**config.mk**
```make
export PLATFORM = sky130hd
export DESIGN_NAME = ram_gather_flat
export DESIGN_NICKNAME = d
export VERILOG_FILES = /design/src/rtl/ram_gather_pkg.sv /design/src/rtl/ram_gather_if.sv /design/src/rtl/ram_gather_ext.sv /design/src/rtl/ram_gather.sv /design/src/flat_wrapper.sv
export SDC_FILE = /design/constraint.sdc
export NUM_CORES = 1
export LEC_CHECK = 0
export BUFFER_PORTS_ARGS = -buffer_cell sky130_fd_sc_hd__buf_2
export CORE_UTILIZATION = 47
export DETAILED_ROUTE_END_ITERATION = 10
export GPL_TIMING_DRIVEN = 0
export HOLD_SLACK_MARGIN = 0.02
export PLACE_DENSITY_LB_ADDON = 0.15
export SYNTH_ARGS = -nofsm -noshare
export SYNTH_HDL_FRONTEND = slang
export SYNTH_SLANG_ARGS = --single-unit
```
**constraint.sdc**
```tcl
create_clock -name clk -period 3.8 [get_ports clk]
set_input_delay 0.76 -clock clk [delete_from_list [all_inputs] [get_ports clk]]
set_output_delay 0.76 -clock clk [all_outputs]
set_load 0.1 [all_outputs]
```
**src/rtl/ram_gather_pkg.sv**
```systemverilog
// ram_gather_pkg: shared size codes, FSM encodings and byte-count helper
package ram_gather_pkg;
  localparam logic [1:0] SZ_B = 2'b00, SZ_H = 2'b01, SZ_W = 2'b10, SZ_D = 2'b11;
  localparam logic [1:0] ST_IDLE = 2'd0, ST_FETCH = 2'd1, ST_DONE = 2'd2;
  function automatic logic [3:0] nbytes(input logic [1:0] s);
    return 4'd1 << s;
  endfunction
endpackage

```
**src/rtl/ram_gather_if.sv**
```systemverilog
// ram_gather_if: load request, RAM read port and result bundle
interface ram_gather_if #(parameter int AW = 16, parameter int DW = 64);
  logic          start;
  logic [1:0]    size;
  logic          sext;
  logic [AW-1:0] addr;
  logic [7:0]    ram_q;
  logic [AW-1:0] adq;
  logic          rd;
  logic          busy;
  logic          done;
  logic [DW-1:0] q;
  modport slave(input start, size, sext, addr, ram_q, output adq, rd, busy, done, q);
  modport master(output start, size, sext, addr, ram_q, input adq, rd, busy, done, q);
endinterface

```
**src/rtl/ram_gather_ext.sv**
```systemverilog
// ram_ext: fills lanes above the loaded size with zero or sign bytes
module ram_ext
  import ram_gather_pkg::*;
(
  input  logic [63:0] i_raw,
  input  logic [1:0]  i_size,
  input  logic        i_sext,
  output logic [63:0] o_q
);
  logic       w_sign;
  logic [7:0] w_fill;
  logic [3:0] w_n;
  assign w_n    = nbytes(i_size);
  assign w_sign = i_size == SZ_B ? i_raw[7] : i_size == SZ_H ? i_raw[15] :
                  i_size == SZ_W ? i_raw[31] : i_raw[63];
  assign w_fill = {8{i_sext & w_sign}};
  always_comb begin
    o_q = '0;
    for (int i = 0; i < 8; i++) o_q[8*i +: 8] = 4'(i) < w_n ? i_raw[8*i +: 8] : w_fill;
  end
endmodule

```
**src/rtl/ram_gather.sv**
```systemverilog
// ram_gather: byte-serial RAM load, little-endian assembly with extension
module ram_gather
  import ram_gather_pkg::*;
#(
  parameter int AW = 16,
  parameter int DW = 64
) (
  input logic          clk,
  input logic          rst,
  ram_gather_if.slave  bus
);
  logic [1:0]    r_state, r_size;
  logic          r_sext, r_rd;
  logic [3:0]    r_cnt;
  logic [AW-1:0] r_adq;
  logic [63:0]   r_asm;
  logic [DW-1:0] r_q;
  logic [63:0]   w_asm, w_ext;
  logic [3:0]    w_n;
  logic [2:0]    w_lane;
  logic          w_accept;
  assign w_n      = nbytes(r_size);
  assign w_lane   = 3'(r_cnt - 4'd1);
  assign w_accept = bus.start && r_state != ST_FETCH;
  // byte returned this cycle belongs to the address issued in the previous one
  always_comb begin
    w_asm = r_asm;
    if (r_cnt != 4'd0) w_asm[{w_lane, 3'b000} +: 8] = bus.ram_q;
  end
  ram_ext u_ext (.i_raw(w_asm), .i_size(r_size), .i_sext(r_sext), .o_q(w_ext));
  always_ff @(posedge clk) begin
    if (rst) begin
      r_state <= ST_IDLE;
      r_size  <= SZ_B;
      r_sext  <= 1'b0;
      r_rd    <= 1'b0;
      r_cnt   <= 4'd0;
      r_adq   <= '0;
      r_asm   <= '0;
      r_q     <= '0;
    end else if (w_accept) begin
      r_size  <= bus.size;
      r_sext  <= bus.sext;
      r_adq   <= bus.addr;
      r_cnt   <= 4'd0;
      r_rd    <= 1'b1;
      r_state <= ST_FETCH;
    end else if (r_state == ST_FETCH) begin
      r_asm <= w_asm;
      if (r_cnt + 4'd1 < w_n) r_adq <= r_adq + 1'b1;
      if (r_cnt == w_n) begin
        r_state <= ST_DONE;
        r_q     <= w_ext;
        r_rd    <= 1'b0;
      end else begin
        r_cnt <= r_cnt + 4'd1;
        r_rd  <= r_cnt + 4'd1 < w_n;
      end
    end else if (r_state == ST_DONE) r_state <= ST_IDLE;
  end
  assign bus.adq  = r_adq;
  assign bus.rd   = r_rd;
  assign bus.busy = r_state == ST_FETCH;
  assign bus.done = r_state == ST_DONE;
  assign bus.q    = r_q;
endmodule

```
**src/flat_wrapper.sv**
```systemverilog
// flat-port wrapper written by rule: the top's interface ports become plain ports
module ram_gather_flat import ram_gather_pkg::*;
#(
  parameter int AW = 16,
  parameter int DW = 64
)
  (clk, rst, bus_start, bus_size, bus_sext, bus_addr, bus_ram_q, bus_adq, bus_rd, bus_busy, bus_done, bus_q);
  ram_gather_if #(.AW(AW), .DW(DW)) bus_i ();
  input logic clk;
  input logic rst;
  input wire logic [$bits(bus_i.start)-1:0] bus_start;
  input wire logic [$bits(bus_i.size)-1:0] bus_size;
  input wire logic [$bits(bus_i.sext)-1:0] bus_sext;
  input wire logic [$bits(bus_i.addr)-1:0] bus_addr;
  input wire logic [$bits(bus_i.ram_q)-1:0] bus_ram_q;
  output wire logic [$bits(bus_i.adq)-1:0] bus_adq;
  output wire logic [$bits(bus_i.rd)-1:0] bus_rd;
  output wire logic [$bits(bus_i.busy)-1:0] bus_busy;
  output wire logic [$bits(bus_i.done)-1:0] bus_done;
  output wire logic [$bits(bus_i.q)-1:0] bus_q;
  assign bus_i.start = bus_start;
  assign bus_i.size = bus_size;
  assign bus_i.sext = bus_sext;
  assign bus_i.addr = bus_addr;
  assign bus_i.ram_q = bus_ram_q;
  assign bus_adq = bus_i.adq;
  assign bus_rd = bus_i.rd;
  assign bus_busy = bus_i.busy;
  assign bus_done = bus_i.done;
  assign bus_q = bus_i.q;
  ram_gather #(.AW(AW), .DW(DW)) u_core (.clk(clk), .rst(rst), .bus(bus_i));
endmodule
```
==> flow_summary.json, run 1 <==
{
  "synth_area_leaders": "dfxtp_1 (42%), mux2i_1 (14%), o221ai_1 (5.7%)",
  "hold_path_class": "register to register",
  "synth_edf_count": 0,
  "row_count": 45,
  "min_period_ns": 3.55,
  "synth.largest_area_cell": "dfxtp_1",
  "ir_drop_mv": 0.315,
  "h-tree-depth": 4,
  "syn_avg_cell_area_um2": 8.95,
  "clk_pin_slew_ns": 0.07,
  "slew_headroom_pct": 40.0,
  "max_freq_mhz": 282,
  "worstMarginPinSlew_ns": 0.877,
  "drt_iter0_drc": 442,
  "yosys_warnings": 0,
  "wl_per_cell_um": 17.2,
  "hpwlAfterDp_um": 14100,
  "cts_tree": "yes",
  "core-area_mm2": 0.0151,
  "fin_util_pct": 57.7,
  "required_ns": 4.09,
  "cp_data_arrival_time_ns": 3.85,
  "powerDensity_mw_per_mm2": 472,
  "die_area_mm2": 0.0160,
  "clockRootBuffer": "clkbuf_16",
  "fin_nets": 990,
  "grt_remaining_overflow": 0,
  "initial_utilization_pct": 48.0,
  "num_vias": 6441,
  "io_pins": 113,
  "numCtsBuffers": 17,
  "antenna_found_initial": 0,
  "ys_ff_latch": 154,
  "drt-total-wl_um": 19700,
  "setup_viol": 0,
  "total_leakage_power_uw": 0.00373,
  "gr-usage-all-layers_pct": 25.7,
  "finalPower_uw": 4130,
  "synthCells": 813,
  "finalHoldViolCount": 0,
  "die_y_um": 126,
  "start_kind": "register",
  "synthArstFlopShare_pct": 0,
  "ant_nets": 0,
  "grt_max_degree": 17,
  "drc": 0,
  "antennaDiodeCount": 0,
  "clock_path_buffers": 2,
  "grt_pass1_vias": 5978,
  "path_class": "register to register",
  "outcome": "completed",
  "hold_buffers": 0,
  "final_cells": 1147,
  "ys.flop_type": "dfxtp_1",
  "fp.dieW_um": 126,
  "seq_area_frac_synth_pct": 42.4,
  "skew_ns": 0.0121,
  "synth_top_area_share_pct": 42.4,
  "holdWs_ns": 0.455,
  "final_common_cell": "dfxtp_1",
  "timing.max_cap.violations": 0,
  "grt_pass1_wl_um": 32000,
  "crit_path_end_kind": "register",
  "via_per_inst": 5.62,
  "ys_types": 53,
  "gp_congestion": 0.882,
  "syn_nets": 857,
  "crit_fanout": 10,
  "syn_area_mm2": 0.00727,
  "mostFrequentLayoutCells": "dfxtp_1 (154), buf_2 (118), mux2i_1 (99), inv_1 (63), nand2_1 (62)",
  "clk_latency_ns": 0.44,
  "cts_sinks": 154,
  "drive_gt1_share_pct": 18.1,
  "placedCellCount": 1113,
  "final.period_utilization_pct": 93.4,
  "dr.pass1.iters": 7,
  "portBuffers": 112,
  "area_growth_pct": 20.1,
  "slew_viol_final": 0
}
state kept, by name, summed over array words and instances (netlist names):
name and flops:
u_core.bus.rd 1, u_core.r_cnt 4, u_core.r_state 2, u_core.bus.adq 16, u_core.r_size 2, u_core.bus.q 64, u_core.r_sext 1, u_core.r_asm 64
cells by family after synthesis:
kind of cell | Yosys count | synth area share (%)
multiplexers | 107 | 14.9
adder cells (fa/ha/maj) | 14 | 2.41
AO/OA/AOI/OAI | 163 | 16.1
buffers and inverters | 119 | 6.38
AND/OR/NAND/NOR | 250 | 17.0
flip-flops | 154 | 42.4
XOR/XNOR | 6 | 0.826
path summary, 6_finish.rpt:
path / start / endpoint / slack (ns) / cells after the start
worst min-delay path: u_core.r_asm[30]$_SDFFE_PP0P_ / u_core.r_asm[30]$_SDFFE_PP0P_ / 0.45 / 2
worst min register to register: u_core.r_asm[30]$_SDFFE_PP0P_ / u_core.r_asm[30]$_SDFFE_PP0P_ / 0.45 / 2
worst max-delay path: u_core.r_cnt[0]$_SDFFE_PP0P_ / u_core.bus.q[22]$_SDFFE_PP0P_ / 0.25 / 12
worst max register to register: u_core.r_cnt[0]$_SDFFE_PP0P_ / u_core.bus.q[22]$_SDFFE_PP0P_ / 0.25 / 12
synth_stat cells (all sizes together), types with 23 or more instances:
master  number
mux2i       99
nand2       62
and2        23
o21ai       28
a21oi       40
clkbuf      42
dfxtp      154
inv         63
o221ai      47
nand3       41
nor2        59
report_power, final:
group	switching, uW	internal [uW]	leakage [uW]
sequential	36.0	1650	0.00125
combinational	511	136	0.00220
clock	732	1060	0.000281
per-stage QoR:
stage	TNS, ns	setup WS [ns]	area, um^2
finish	0	0.250	8740
global route	-0.0115	-0.00577	8740
CTS	0	0.0530	8710
detailed placement	-8.54	-0.256	8070
global placement	-8.48	-0.240	8070
floorplan	0	0.517	7270
critical path, stage by stage (launching register included):
cell	delay, ns
dfxtp_1	0.42
clkbuf_2	0.26
inv_1	0.14
ha_1	0.31
xor2_4	0.23
inv_1	0.07
ha_1	0.36
inv_1	0.14
o2111ai_4	0.26
mux2i_1	0.31
o31ai_4	0.52
buf_4	0.26
o221ai_1	0.12
layout make-up:
class	count	area (um^2)
Timing Repair Buffer	115	583
Buffer	55	233
Multi-Input combinational cell	540	3750
Clock inverter	12	165
Fill cell	1396	6410
Inverter	63	236
Sequential cell	154	3080
Tap cell	188	235
Clock buffer	20	447
per-layer routing:
layer	vias to the layer above	track usage [%]	share of wire (%)
li1	3178	-	-
met1	3045	35.1	47
met2	198	40.8	46
met3	20	5.31	5.3
met4	0	8.08	1.4
met5	-	0	0
what timing repair did:
action | CTS | global route
pin swaps | 0 | 2
endpoints found under the setup margin | 62 | 49
hold endpoints to repair | 0 | 0
gates resized for setup | 4 | 8
setup buffers | 0 | 3
No activity file was read; power rests on OpenSTA's default activity.
==> run 2: changes to the inputs <==
--- a/config.mk
+++ b/config.mk
@@ -11,6 +11,8 @@
 export GPL_TIMING_DRIVEN = 0
 export HOLD_SLACK_MARGIN = 0.02
 export PLACE_DENSITY_LB_ADDON = 0.15
+export SETUP_SLACK_MARGIN = 0.4
+export SKIP_CTS_REPAIR_TIMING = 1
 export SYNTH_ARGS = -nofsm -noshare
 export SYNTH_HDL_FRONTEND = slang
 export SYNTH_SLANG_ARGS = --single-unit
==> flow_summary.json, run 2 (same netlist as run 1, synthesis figures left out) <==
{
  "max_freq_mhz": 308,
  "setup_viol": 0,
  "initial_utilization_pct": 48.0,
  "place_ws_ns": -0.256,
  "required_ns": 4.16,
  "clockPowerShare_pct": 43.2,
  "die_y_um": 126,
  "via_per_inst": 5.58,
  "skew_ns": 0.0129,
  "slew_viol_final": 0,
  "grt_remaining_overflow": 0,
  "fin_nets": 997,
  "clk_latency_ns": 0.45,
  "fp.dieW_um": 126,
  "seq_area_mm2": 0.00308,
  "gr-usage-all-layers_pct": 25.7,
  "reg2regPathDepth": 12,
  "worstSetupEndpoint": "u_core.bus.q[34]$_SDFFE_PP0P_",
  "row_count": 45,
  "clockRootBuffer": "clkbuf_16",
  "hpwlAfterDp_um": 14100,
  "p_comb_share_pct": 15.9,
  "drive_gt1_share_pct": 20.4,
  "worst_slack_ns": 0.551,
  "placedCellCount": 1113,
  "cpMaxStageDelayCell": "nor4bb_1",
  "powerDensity_mw_per_mm2": 467,
  "ant_nets": 0,
  "worst_path_largest_cell_delay_ns": 0.34,
  "grt_pass1_vias": 5982,
  "cp_data_arrival_time_ns": 3.61,
  "grt_pass1_wl_um": 31900,
  "io_pins": 113,
  "multiInputGateArea_mm2": 0.00380,
  "area_growth_pct": 21.7,
  "startpoint": "u_core.r_size[1]$_SDFFE_PP0P_",
  "drt-total-wl_um": 19900,
  "place_area_mm2": 0.00807,
  "portBuffers": 112,
  "intPower_uw": 2860,
  "rsz0062_at_grt": "no",
  "outcome": "completed",
  "wl_met3_um": 1000,
  "crit_fanout": 10,
  "crit_family": "buffers and inverters",
  "antenna_found_initial": 0,
  "min_period_ns": 3.25,
  "crit_path_end_kind": "register",
  "mostFrequentLayoutCells": "dfxtp_1 (153), buf_2 (117), mux2i_1 (98), inv_1 (63), nand2_1 (61)",
  "rrSetupSlack_ns": 0.55,
  "finalPower_uw": 4140,
  "cp_num_buf_inv": 5,
  "r2r-start": "u_core.r_size[1]$_SDFFE_PP0P_",
  "fillers": 1373,
  "ir_drop_mv": 0.321,
  "switchingPower_uw": 1280,
  "clock_path_buffers": 2,
  "drc": 0,
  "numCtsBuffers": 17,
  "path_cells": "buf_2, or2_2, clkbuf_2, inv_1, ha_1, nor4bb_1, o21ai_2, a21oi_1, clkbuf_2, nand3_1, clkbuf_2, o221ai_1",
  "wl_met1_um": 9430,
  "seq_power_share_pct": 40.8,
  "top_layer_used": "met4",
  "clk_pin_slew_ns": 0.06,
  "finalHoldViolCount": 0,
  "final_common_cell": "dfxtp_1",
  "drt_iter0_drc": 436,
  "final_cells": 1154,
  "postLayoutCellArea_mm2": 0.00885,
  "cts_tree": "yes",
  "hold_path_class": "register to register",
  "die_area_mm2": 0.0160,
  "antennaDiodeCount": 0,
  "total_leakage_power_uw": 0.00379,
  "num_vias": 6438,
  "fin_tns_setup_ns": 0,
  "core-area_mm2": 0.0151,
  "met2_length_um": 9150,
  "h-tree-depth": 4,
  "gp_congestion": 0.882,
  "sw_frac_of_total_pct": 31.0,
  "worstMarginPinSlew_ns": 0.943,
  "cp.depth": 12,
  "cp_common_cell": "clkbuf_2",
  "start_kind": "register",
  "timing.max_cap.violations": 0,
  "dr.pass1.iters": 7,
  "final.period_utilization_pct": 85.5,
  "wl_per_cell_um": 17.2,
  "grt_max_degree": 17,
  "cts_sinks": 154,
  "r2r_end": "u_core.bus.q[34]$_SDFFE_PP0P_",
  "slew_headroom_pct": 36.6,
  "path_class": "register to register"
}
-- run 2: changes by cell type in the layout (fill, tap and decap cells not counted), moves of 2 or more --
| cell | delta |
|---|---|
| clkbuf_1 | -8 |
| clkbuf_2 | +8 |
| o21ai_2 | +2 |
| buf_4 | +8 |
| o21ai_1 | -2 |
-- run 2: how the worst min path moves through the flow --
stage | startpoint | to | cells past startpoint
2_1_floorplan | u_core.r_asm[10]$_SDFFE_PP0P_ | u_core.r_asm[10]$_SDFFE_PP0P_ | 2
6_report | u_core.r_asm[30]$_SDFFE_PP0P_ | u_core.r_asm[30]$_SDFFE_PP0P_ | 2
4_1_cts | u_core.r_asm[30]$_SDFFE_PP0P_ | u_core.r_asm[30]$_SDFFE_PP0P_ | 2
3_3_place_gp | u_core.r_asm[8]$_SDFFE_PP0P_ | u_core.r_asm[8]$_SDFFE_PP0P_ | 2
3_5_place_dp | u_core.r_asm[30]$_SDFFE_PP0P_ | u_core.r_asm[30]$_SDFFE_PP0P_ | 2
5_1_grt | u_core.r_asm[24]$_SDFFE_PP0P_ | u_core.r_asm[24]$_SDFFE_PP0P_ | 2
-- run 2: per-layer routing --
metal | up-vias | track usage (%)
met3 | 30 | 5.44
li1 | 3195 | -
met2 | 187 | 40.7
met4 | 0 | 8.15
met5 | - | 0
met1 | 3026 | 35.0
-- run 2: layout make-up --
class	count	area share, %
sequential	154	34.8
clock inverter	12	1.87
multi-input combinational	540	42.9
tap	188	2.66
inverter	63	2.67
clock buffer	20	5.04
timing repair buffer	121	7.09
buffer	56	2.90
-- run 2: through the flow --
step	hold WS [ns]	util (%)
2_1_floorplan	0.434	-
3_3_place_gp	0.441	53.3
3_5_place_dp	0.446	53.3
4_1_cts	0.455	57.3
5_1_grt	0.474	58.5
6_report	0.456	58.5
-- run 2: power groups by stage --
stage | Combinational, uW | Sequential, uW | Clock (uW)
after floorplan | 260 | 1940 | 0
after global placement | 635 | 1720 | 0
after detailed placement | 637 | 1720 | 0
after CTS | 639 | 1690 | 1810
after global routing | 699 | 1690 | 1870
final | 659 | 1690 | 1790
-- run 2: worst min-delay path: stages, from the launching register on --
cell and delay (ns):
dfxtp_1 0.31, nand2_1 0.05, a21oi_1 0.05
